## src/rtl/core_mem_seq.sv

```systemverilog
// core_mem_seq: per pipeline step, one instruction fetch then an optional
// load or store on a single-port SRAM, triggered by rising edges of pipe_clk.
module core_mem_seq #(
  parameter int AW     = 32,
  parameter int DW     = 32,
  parameter int RD_LAT = 1
) (
  input  logic            clk,
  input  logic            rst_n,
  input  logic            pipe_clk,
  input  logic [AW-1:0]   pc,
  input  logic [AW-1:0]   mem_addr,
  input  logic [DW-1:0]   mem_wdata,
  input  logic [DW/8-1:0] mem_be,
  input  logic            mem_re,
  input  logic            mem_we,
  output logic            sram_en,
  output logic            sram_we,
  output logic [AW-1:0]   sram_addr,
  output logic [DW-1:0]   sram_wdata,
  output logic [DW/8-1:0] sram_be,
  input  logic [DW-1:0]   sram_rdata,
  output logic [DW-1:0]   instr,
  output logic [DW-1:0]   load_data,
  output logic            busy,
  output logic            done,
  output logic            overrun
);

  localparam int BW = DW / 8;

  typedef enum logic [2:0] {
    IDLE,
    IF_WAIT,
    MEM_WAIT,
    WR,
    DONE
  } state_e;

  state_e          state_q;
  logic            pipe_q;
  logic [2:0]      cnt_q;
  logic [AW-1:0]   addr_q;
  logic [DW-1:0]   wdata_q;
  logic [BW-1:0]   be_q;
  logic            re_q;
  logic            we_q;

  logic            en_q;
  logic            swe_q;
  logic [AW-1:0]   saddr_q;
  logic [DW-1:0]   swdata_q;
  logic [BW-1:0]   sbe_q;
  logic [DW-1:0]   instr_q;
  logic [DW-1:0]   ld_q;
  logic            done_q;
  logic            ovr_q;

  logic            pipe_rise;

  assign pipe_rise = pipe_clk & ~pipe_q;

  always_ff @(posedge clk or negedge rst_n) begin
    if (!rst_n) begin
      state_q  <= IDLE;
      pipe_q   <= 1'b0;
      cnt_q    <= '0;
      addr_q   <= '0;
      wdata_q  <= '0;
      be_q     <= '0;
      re_q     <= 1'b0;
      we_q     <= 1'b0;
      en_q     <= 1'b0;
      swe_q    <= 1'b0;
      saddr_q  <= '0;
      swdata_q <= '0;
      sbe_q    <= '0;
      instr_q  <= '0;
      ld_q     <= '0;
      done_q   <= 1'b0;
      ovr_q    <= 1'b0;
    end else begin
      pipe_q <= pipe_clk;
      en_q   <= 1'b0;
      swe_q  <= 1'b0;
      done_q <= 1'b0;
      // A step landing on any non-idle state, DONE included, is dropped.
      if (pipe_rise && state_q != IDLE)
        ovr_q <= 1'b1;
      unique case (state_q)
        IDLE: begin
          if (pipe_rise) begin
            addr_q  <= mem_addr;
            wdata_q <= mem_wdata;
            be_q    <= mem_be;
            re_q    <= mem_re;
            we_q    <= mem_we;
            en_q    <= 1'b1;
            saddr_q <= pc;
            sbe_q   <= '1;
            cnt_q   <= 3'(RD_LAT);
            state_q <= IF_WAIT;
          end
        end
        IF_WAIT: begin
          if (cnt_q == 3'd0) begin
            instr_q <= sram_rdata;
            if (we_q) begin
              en_q     <= 1'b1;
              swe_q    <= 1'b1;
              saddr_q  <= addr_q;
              swdata_q <= wdata_q;
              sbe_q    <= be_q;
              state_q  <= WR;
            end else if (re_q) begin
              en_q    <= 1'b1;
              saddr_q <= addr_q;
              sbe_q   <= '1;
              cnt_q   <= 3'(RD_LAT);
              state_q <= MEM_WAIT;
            end else begin
              done_q  <= 1'b1;
              state_q <= DONE;
            end
          end else begin
            cnt_q <= cnt_q - 3'd1;
          end
        end
        MEM_WAIT: begin
          if (cnt_q == 3'd0) begin
            ld_q    <= sram_rdata;
            done_q  <= 1'b1;
            state_q <= DONE;
          end else begin
            cnt_q <= cnt_q - 3'd1;
          end
        end
        WR: begin
          done_q  <= 1'b1;
          state_q <= DONE;
        end
        DONE: begin
          state_q <= IDLE;
        end
        default: begin
          state_q <= IDLE;
        end
      endcase
    end
  end

  assign sram_en    = en_q;
  assign sram_we    = swe_q;
  assign sram_addr  = saddr_q;
  assign sram_wdata = swdata_q;
  assign sram_be    = sbe_q;
  assign instr      = instr_q;
  assign load_data  = ld_q;
  assign busy       = (state_q != IDLE);
  assign done       = done_q;
  assign overrun    = ovr_q;

endmodule

```

## config.mk

```make
export PLATFORM = sky130hd
export DESIGN_NAME = core_mem_seq
export DESIGN_NICKNAME = d
export VERILOG_FILES = /design/src/rtl/core_mem_seq.sv
export SDC_FILE = /design/constraint.sdc
export NUM_CORES = 1
export LEC_CHECK = 0
export ABC_AREA = 0
export CORE_ASPECT_RATIO = 0.7
export CORE_MARGIN = 2
export CORE_UTILIZATION = 42
export CTS_CLUSTER_SIZE = 28
export DETAILED_ROUTE_END_ITERATION = 12
export MAX_ROUTING_LAYER = met4
export PLACE_DENSITY_LB_ADDON = 0.1
export SLEW_MARGIN = 20
export SYNTH_ARGS = -nofsm -noshare
export SYNTH_HDL_FRONTEND = slang
export SYNTH_SLANG_ARGS = --single-unit
```

## constraint.sdc

```tcl
create_clock -name clk -period 2.38 [get_ports clk]
set_input_delay 0.238 -clock clk [delete_from_list [all_inputs] [get_ports clk]]
set_output_delay 0.238 -clock clk [all_outputs]
set_load 0.005 [all_outputs]
```

======== After elaboration in Yosys (flattened, before gate mapping) ========
Index checks and enable logic that the tools add are counted.
cells by class
  multiply operators ...................... 0
  div/mod/pow operators ................... 0
  equality and inequality tests ........... 10
  reduce and logical (&&, ||, !) cells .... 13
  $lt $le $gt $ge ......................... 0
  shift operators ......................... 0
  add/sub/neg operators ................... 1
  multiplexer cells ....................... 34
  bitwise operators ....................... 2
operators with widths
  operator                                          number
  two-way mux 32 bit                                4
  case mux 32 bit (2 select lines)                  1
  two-way mux 3 bit                                 9
  two-way mux 4 bit                                 4
  case mux 3 bit (4 select lines)                   1
  two-way mux 1 bit                                 11
  != test 3 bit, second input constant              3
  case mux 3 bit (3 select lines)                   1
  != test 2 bit, second input constant              4
  case mux 4 bit (2 select lines)                   1
  == test 3 x 2 -> 1 bit, second input constant     2
  zero test 3 bit                                   2
  AND reduction 2 bit                               3
  AND reduction 3 bit                               2
  nonzero test 3 bit                                2
  AND reduction 5 bit                               1
  AND reduction 4 bit                               1
  == test 3 x 1 -> 1 bit, second input constant     1
  case mux 1 bit (3 select lines)                   1
  subtractor 3 x 1 -> 3 bit, second input constant  1
  case mux 1 bit (2 select lines)                   1
  nonzero test 2 bit                                1
  bitwise AND 1 bit                                 1
  logical AND 1 bit                                 1
  inverter 1 bit                                    1
word-level totals
  output and inout port bits .............. 137
  memory bits (read-only) ................. 0
  input port bits ......................... 137
  bits in latches ......................... 0
  RAM bits ................................ 0
  word-level logic and storage cells ...... 77
  register bits after elaboration ......... 213
  memories kept ........................... 0

======== Depth between registers and ports, before layout ========
Gate-level depths: netlist of run 1.
  depth after elaboration ................. 4
  gate-level depth with buffers ........... 7
  depth with buffers taken out ............ 6

======== Least setup slack after synthesis of run 1 ========
No wires, ideal clock.
  path kind ............................... flip-flop to flip-flop
  start point ............................. register cnt_q[0]
  end point ............................... register saddr_q[16], in the netlist sram_addr[16]
  path buffers ............................ 1
  required time ........................... 2.255 ns
  slack ................................... 0.141 ns
  period minus slack after synthesis ...... 2.239 ns
  arrival ................................. 2.114 ns
  library setup time ...................... 0.125 ns
  stages on the path, launching flop included .. 8
  cell sequence ........................... dfrtp_1 -> inv_1 -> ha_1 -> nor2b_1 -> nand2_4 -> o41ai_4 -> buf_6 -> mux2_2
on the way
  word-level cells in the longest chain between the ends .. 3
ends and longest elaborated chain
  element                               line  source
  from (decl)                           42    logic [2:0] cnt_q;
  from (signal assigned)                101   cnt_q <= 3'(RD_LAT);
  from (signal assigned)                119   cnt_q <= 3'(RD_LAT);
  from (signal assigned)                126   cnt_q <= cnt_q - 3'd1;
  zero test 3 bit                       106   if (cnt_q == 3'd0) begin
  != test 2 bit (no source line)        n/a
  AND reduction 4 bit (no source line)  n/a
  to (signal assigned)                  99    saddr_q <= pc;
  to (signal assigned)                  111   saddr_q <= addr_q;
  to (signal assigned)                  117   saddr_q <= addr_q;
  to (decl)                             51    logic [AW-1:0] saddr_q;
Every way passes these cells.
A chain may end at the register's enable or synchronous reset.

======== Final worst setup path of run 1 ========
  start point ............................. register state_q[1]
  end point ............................... output busy
on the way
  word-level cells in the longest chain between the ends .. 1
ends and longest elaborated chain
  element                 line  source
  from (decl)             40    state_e state_q;
  from (signal assigned)  65    state_q <= IDLE;
  from (signal assigned)  102   state_q <= IF_WAIT;
  from (signal assigned)  114   state_q <= WR;
  nonzero test 3 bit      159   assign busy = (state_q != IDLE);
  to (decl)               25    output logic busy,
Every way passes these cells.

==> results of run 1 <==
[cells in the final DEF, fill, tap and decap left out, drive strengths merged]
master,instances
inv,10
mux2,231
dlygate4sd3,1
nor2,8
o22ai,2
nor3,5
ha,2
dfrtp,213
clkdlybuf4s50,272
a21o,1
mux2i,5
nand2b,5
o211ai,1
nor3b,1
a21oi,6
clkbuf,37
o41ai,1
buf,12
or3,1
nand3,3
nand2,4
o21ai,3
nor2b,5
[kinds of logic after synthesis]
group / count (synthesis)
mux: 236
flops: 213
buf+inv: 35
simple gates: 32
compound gates: 14
fa+ha+maj: 2
[metrics by stage]
| stage | hold slack [ns] | cells | utilization [%] | total power [mW] |
|---|---|---|---|---|
| CTS | 0.2250 | 1099 | 62.27 | 16.09 |
| detailed placement | 0.2919 | 1060 | 58.61 | 12.65 |
| global placement | 0.2783 | 1060 | 58.61 | 12.35 |
| floorplan | -0.05759 | 532 | - | 9.285 |
| finish | 0.2442 | 1099 | 62.27 | 15.86 |
| global route | 0.2407 | 1099 | 62.27 | 16.85 |
[synth_stat cells]
cell type | instances | area, um^2
a21oi_1 | 6 | 30.03
dfrtp_1 | 213 | 5330
nor2b_1 | 5 | 31.28
nor3_1 | 5 | 25.02
o22ai_1 | 2 | 12.51
clkbuf_1 | 12 | 45.04
nand2_4 | 1 | 11.26
buf_4 | 1 | 7.510
buf_2 | 11 | 55.05
nand3_1 | 3 | 15.01
a21o_1 | 1 | 7.510
ha_1 | 2 | 25.02
o21ai_0 | 3 | 15.01
nor3b_2 | 1 | 12.51
buf_6 | 3 | 33.78
mux2_1 | 15 | 168.9
nor2_1 | 8 | 30.03
mux2i_1 | 5 | 50.05
inv_1 | 8 | 30.03
mux2_2 | 216 | 2432
nand2b_1 | 5 | 31.28
o41ai_4 | 1 | 27.53
nand2_1 | 3 | 11.26
or3_1 | 1 | 6.260
o211ai_1 | 1 | 7.510
[final cells by class]
class                           count  area (um^2)
Tap cell                          270        337.8
Fill cell                        1494         7450
Multi-Input combinational cell    284         2974
Inverter                            8        30.03
Clock buffer                       36        694.4
Sequential cell                   213         5330
Clock inverter                      2        17.52
Timing Repair Buffer              286         2912
[metal layers]
metal / up-vias / GRT usage (%) / wire (um)
met3: 28 / 6.134 / 1546
met1: 2713 / 24.03 / 8709
li1: 2441 / - / -
met2: 170 / 31.00 / 9353
met5: - / - / 0
met4: 0 / 4.131 / 361
[power groups by stage]
| stage | registers [mW] | clock network [mW] | logic (mW) |
|---|---|---|---|
| floorplan | 6.17 | 0 | 3.11 |
| global placement | 6.20 | 0 | 6.15 |
| detailed placement | 6.32 | 0 | 6.33 |
| CTS | 6.27 | 3.46 | 6.36 |
| global route | 6.48 | 3.62 | 6.75 |
| finish | 6.25 | 3.36 | 6.25 |
[sequential cells by signal (all words and copies together), names as in the netlist]
signal	count
sram_be	4
wdata_q	32
overrun	1
be_q	4
sram_wdata	32
done	1
instr	32
load_data	32
sram_addr	32
state_q	3
cnt_q	3
re_q	1
sram_we	1
addr_q	32
we_q	1
pipe_q	1
sram_en	1
[how the worst max path moves through the flow]
| stage | start | to | slack [ns] | depth (start not counted) |
|---|---|---|---|---|
| 2_1_floorplan | cnt_q[0] | sram_addr[16] | 0.14 | 7 |
| 5_1_grt | cnt_q[0] | sram_addr[20] | 0.07 | 7 |
| 3_3_place_gp | pipe_clk | sram_addr[0] | 0.34 | 6 |
| 6_report | state_q[1] | busy | 0.16 | 2 |
| 3_5_place_dp | cnt_q[0] | sram_addr[18] | 0.25 | 7 |
| 4_1_cts | state_q[1] | busy | 0.15 | 2 |
[what timing repair did]
item | 4_1_cts | 5_1_grt
hold endpoints to repair | 68 | 0
hold buffers | 1 | 0
endpoints found under the setup margin | 0 | 0
==> results.json, run 1 <==
{
  "clk_latency_ns": 0.50,
  "rows": 43,
  "wl_um": 19970,
  "ant_nets": 0,
  "place_area_um2": 11570,
  "outcome": "finished, final reports clean",
  "cellPowerDensity_nw_per_um2": 1290,
  "crit_fanout": 10,
  "yosysWarnings": 0,
  "syn_to_final_growth_pct": 45.48,
  "start_util_pct": 42.80,
  "r2r_slack_ns": 0.25,
  "post_cts_resized": 0,
  "synthesis.nets": 671,
  "nNetsFinal": 955,
  "min_path_type": "in -> reg",
  "crit_arrival_ns": 1.98,
  "cts_tree": "yes",
  "ys_types": 25,
  "fmax_mhz": 451.1,
  "synth_xor_area_share_pct": 0,
  "port_buffers": 273,
  "grt_max_degree": 72,
  "seq_power_share_pct": 39.4,
  "post_drt_wl_per_cell_um": 18.17,
  "grt_pass1_vias": 5970,
  "clkPwrFrac_pct": 21.2,
  "drive_gt1_share_pct": 32.21,
  "cts_buffers": 23,
  "pwr-share-comb_pct": 39.4,
  "final_area_um2": 12300,
  "vdd_drop_max_mv": 0.6511,
  "ys_ff_latch": 213,
  "p_sw_mw": 4.375,
  "critPathBufInv": 1,
  "seq_area_frac_synth_pct": 63.06,
  "place_congestion": 0.8322,
  "num_antenna_cells": 0,
  "antenna_found_initial": 0,
  "synth_compound_area_share_pct": 1.184,
  "skew_ns": 0.01480,
  "drcViolationCount": 0,
  "p_int_mw": 11.49,
  "hold_violations": 0,
  "syn-cell-area_um2": 8452,
  "worst_r2r_path_depth": 7,
  "postCtsSetupBuffers": 0,
  "die_w_um": 173.6,
  "core_area_um2": 19750,
  "htreeDepth": 1,
  "min_period_ns": 2.217,
  "drt_iter0_markers": 178,
  "slowest_stage": "dfrtp_1",
  "place_ws_ns": 0.2494,
  "maxSlewViolCount": 0,
  "maxSlewHeadroom_pct": 59.88,
  "slowest_delay_ns": 0.52,
  "track_usage_pct": 19.22,
  "vias": 5352,
  "rsz0062_at_grt": "false",
  "synthSimpleGateAreaFrac_pct": 2.058,
  "crit_type": "reg -> out",
  "holdPathStages": 1,
  "synthAdderAreaFrac_pct": 0.2961,
  "maxCapViolCount": 0,
  "synth_top_family_by_area": "multiplexers",
  "overflow": 0,
  "min_from": "pipe_clk",
  "vias_per_cell": 4.870,
  "synthMuxAreaShare_pct": 31.37,
  "first_pass_iters": 4,
  "startpoint_type": "register",
  "setup_viol": 0,
  "critPathTopFamily": "flip-flops",
  "clockBufferDepth": 3,
  "cts-root-buf": "clkbuf_16",
  "end_kind": "output pin",
  "synth.avg_cell_area_um2": 15.89,
  "p_leak_nw": 5.264,
  "die_area_um2": 21290,
  "setup_tns_ns": 0,
  "clkTransAtPathRegs_ns": 0.06,
  "setup_ws_ns": 0.1633,
  "timing.rr.end": "sram_addr[17]",
  "crit_chain": "or3_1 -> clkdlybuf4s50_1",
  "required_ns": 2.14,
  "dpl.hpwl_um": 13920,
  "ios": 274,
  "reg2reg_from": "cnt_q[0]",
  "synth_cells": 532,
  "grt_pass1_wl_um": 31540,
  "cts_sinks": 213,
  "p_sw_share_pct": 27.58,
  "whs_endpoint": "pipe_q",
  "period_share_pct": 93.14,
  "die_h_um": 122.7,
  "worstMarginPinSlew_ns": 0.6018
}
Power figures use the tool's default switching activity.
==> inputs of run 2 (changes only) <==
CAP_MARGIN = 0   (was default)
CORE_UTILIZATION = 30   (was 42)
SKIP_LAST_GASP = 1   (was default)
==> run 2 against run 1 <==
  * Cell count increased by 10%
  * Clock skew fell by 0.0063 ns
  * Via count is 0.17% lower
==> results.json, run 2 (synthesis gave the netlist of run 1 again) <==
{
  "startpoint": "state_q[1]",
  "drive_gt1_share_pct": 32.70,
  "postCtsSetupBuffers": 0,
  "crit_chain": "or3_1 -> clkdlybuf4s50_1",
  "maxSlewHeadroom_pct": 65.81,
  "drt_iter0_markers": 118,
  "rows": 51,
  "place_congestion": 0.7666,
  "ctsHoldBuffers": 1,
  "min_path_type": "in -> reg",
  "die_h_um": 144.4,
  "cts_sinks": 213,
  "clockBufferDepth": 3,
  "nNetsFinal": 960,
  "reg2reg_from": "cnt_q[0]",
  "crit_arrival_ns": 2.00,
  "outcome": "finished, final reports clean",
  "vias": 5343,
  "min_period_ns": 2.241,
  "port_buffers": 273,
  "core_area_um2": 27760,
  "crit_type": "reg -> out",
  "crit_fanout": 10,
  "period_share_pct": 94.17,
  "start_util_pct": 30.45,
  "slowest_stage": "clkdlybuf4s50_1",
  "track_usage_pct": 14.95,
  "seq_power_share_pct": 38.7,
  "htreeDepth": 1,
  "first_pass_iters": 4,
  "slowest_delay_ns": 0.52,
  "final_common_cell": "clkdlybuf4s50_1",
  "rsz0062_at_grt": "false",
  "pwr-share-comb_pct": 39.1,
  "end_kind": "output pin",
  "setup_tns_ns": 0,
  "grt_max_degree": 61,
  "cts_tree": "yes",
  "maxSlewViolCount": 0,
  "p_leak_nw": 5.309,
  "fmax_mhz": 446.2,
  "post_cts_resized": 0,
  "overflow": 0,
  "ios": 274,
  "clk_latency_ns": 0.51,
  "required_ns": 2.14,
  "clkTransAtPathRegs_ns": 0.06,
  "vdd_drop_max_mv": 0.6690,
  "clkPwrFrac_pct": 22.2,
  "ant_nets": 0,
  "vias_per_cell": 4.416,
  "syn_to_final_growth_pct": 47.93,
  "final_cell_mix": "clkdlybuf4s50_1, mux2_2, dfrtp_1",
  "dpl.hpwl_um": 14970,
  "die_w_um": 204.6,
  "die_area_um2": 29550,
  "skew_ns": 0.008541,
  "cts-root-buf": "clkbuf_16",
  "drcViolationCount": 0,
  "cellPowerDensity_nw_per_um2": 1293,
  "grt_pass1_wl_um": 33620,
  "startpoint_type": "register",
  "antenna_found_initial": 1,
  "maxCapViolCount": 0,
  "p_sw_share_pct": 27.93,
  "p_int_mw": 11.65,
  "post_drt_wl_per_cell_um": 18.01,
  "setup_viol": 0,
  "hold_violations": 0,
  "p_sw_mw": 4.514,
  "min_from": "pipe_clk",
  "wl_um": 21790,
  "grt_pass1_vias": 5984,
  "power_mw": 16.16,
  "worstMarginPinSlew_ns": 0.5129,
  "cts_buffers": 24
}
## run 2: cell count changes in the layout (fill, tap and decap cells not counted)
cell	delta
bufinv_16	+1
clkbuf_8	-4
clkinv_2	+5
inv_6	-2
clkbuf_1	+2
buf_4	+4
clkinv_4	+1
clkbuf_16	+2
diode_2	+1
## run 2: worst max-delay path: cells and delay by family, from the launching register on
| kind | cells | cell delay [ns] |
|---|---|---|
| flip-flops | 1 | 0.50 |
| buffers and inverters | 1 | 0.52 |
| AND/OR/NAND/NOR | 1 | 0.47 |
## run 2: area by class of cell
type                       count  area, um^2
clock buffer                  36       696.9
clock inverter                 7       63.81
tap                          371       464.2
inverter                       8       30.03
fill                        2471       15250
timing repair buffer         290        2942
sequential                   213        5330
multi-input combinational    284        2974
antenna                        1       2.502
## run 2: worst paths after layout
path | end | slack (ns) | cells past startpoint
worst min-delay path | pipe_q | 0.24 | 1
worst max-delay path | busy | 0.14 | 2
max in group asynchronous | load_data[28] | 1.34 | 3
worst min register to register | sram_addr[14] | 0.48 | 1
min in group asynchronous | wdata_q[10] | 0.28 | 2
worst max register to register | sram_addr[5] | 0.26 | 7
## run 2: power by group through the flow
stage	clock network [mW]	logic, mW	registers, mW
3_5_place_dp	0	6.44	6.31
6_report	3.59	6.32	6.25
4_1_cts	3.71	6.48	6.27
5_1_grt	3.88	6.84	6.47
2_1_floorplan	0	3.11	6.17
3_3_place_gp	0	6.31	6.20
## run 2: stage by stage
| step | instance area [um^2] | hold slack [ns] | setup WS (ns) | util (%) | cells |
|---|---|---|---|---|---|
| after detailed placement | 11730 | 0.2673 | 0.2815 | 42.26 | 1165 |
| after CTS | 12500 | 0.2024 | 0.09508 | 45.03 | 1209 |
| final | 12500 | 0.2384 | 0.1388 | 45.04 | 1210 |
| after floorplan | 8452 | -0.05759 | 0.1411 | - | 532 |
| after global placement | 11730 | 0.2547 | 0.3126 | 42.26 | 1165 |
| after global routing | 12500 | 0.2086 | 0.05752 | 45.04 | 1210 |
## run 2: metal layers
layer / track usage (%) / routed length (um) / up-vias
met5: - / 0 / -
met4: 3.699 / 512 / 0
met3: 4.078 / 1595 / 36
met2: 22.48 / 9824 / 163
met1: 20.04 / 9854 / 2681
li1: - / - / 2463
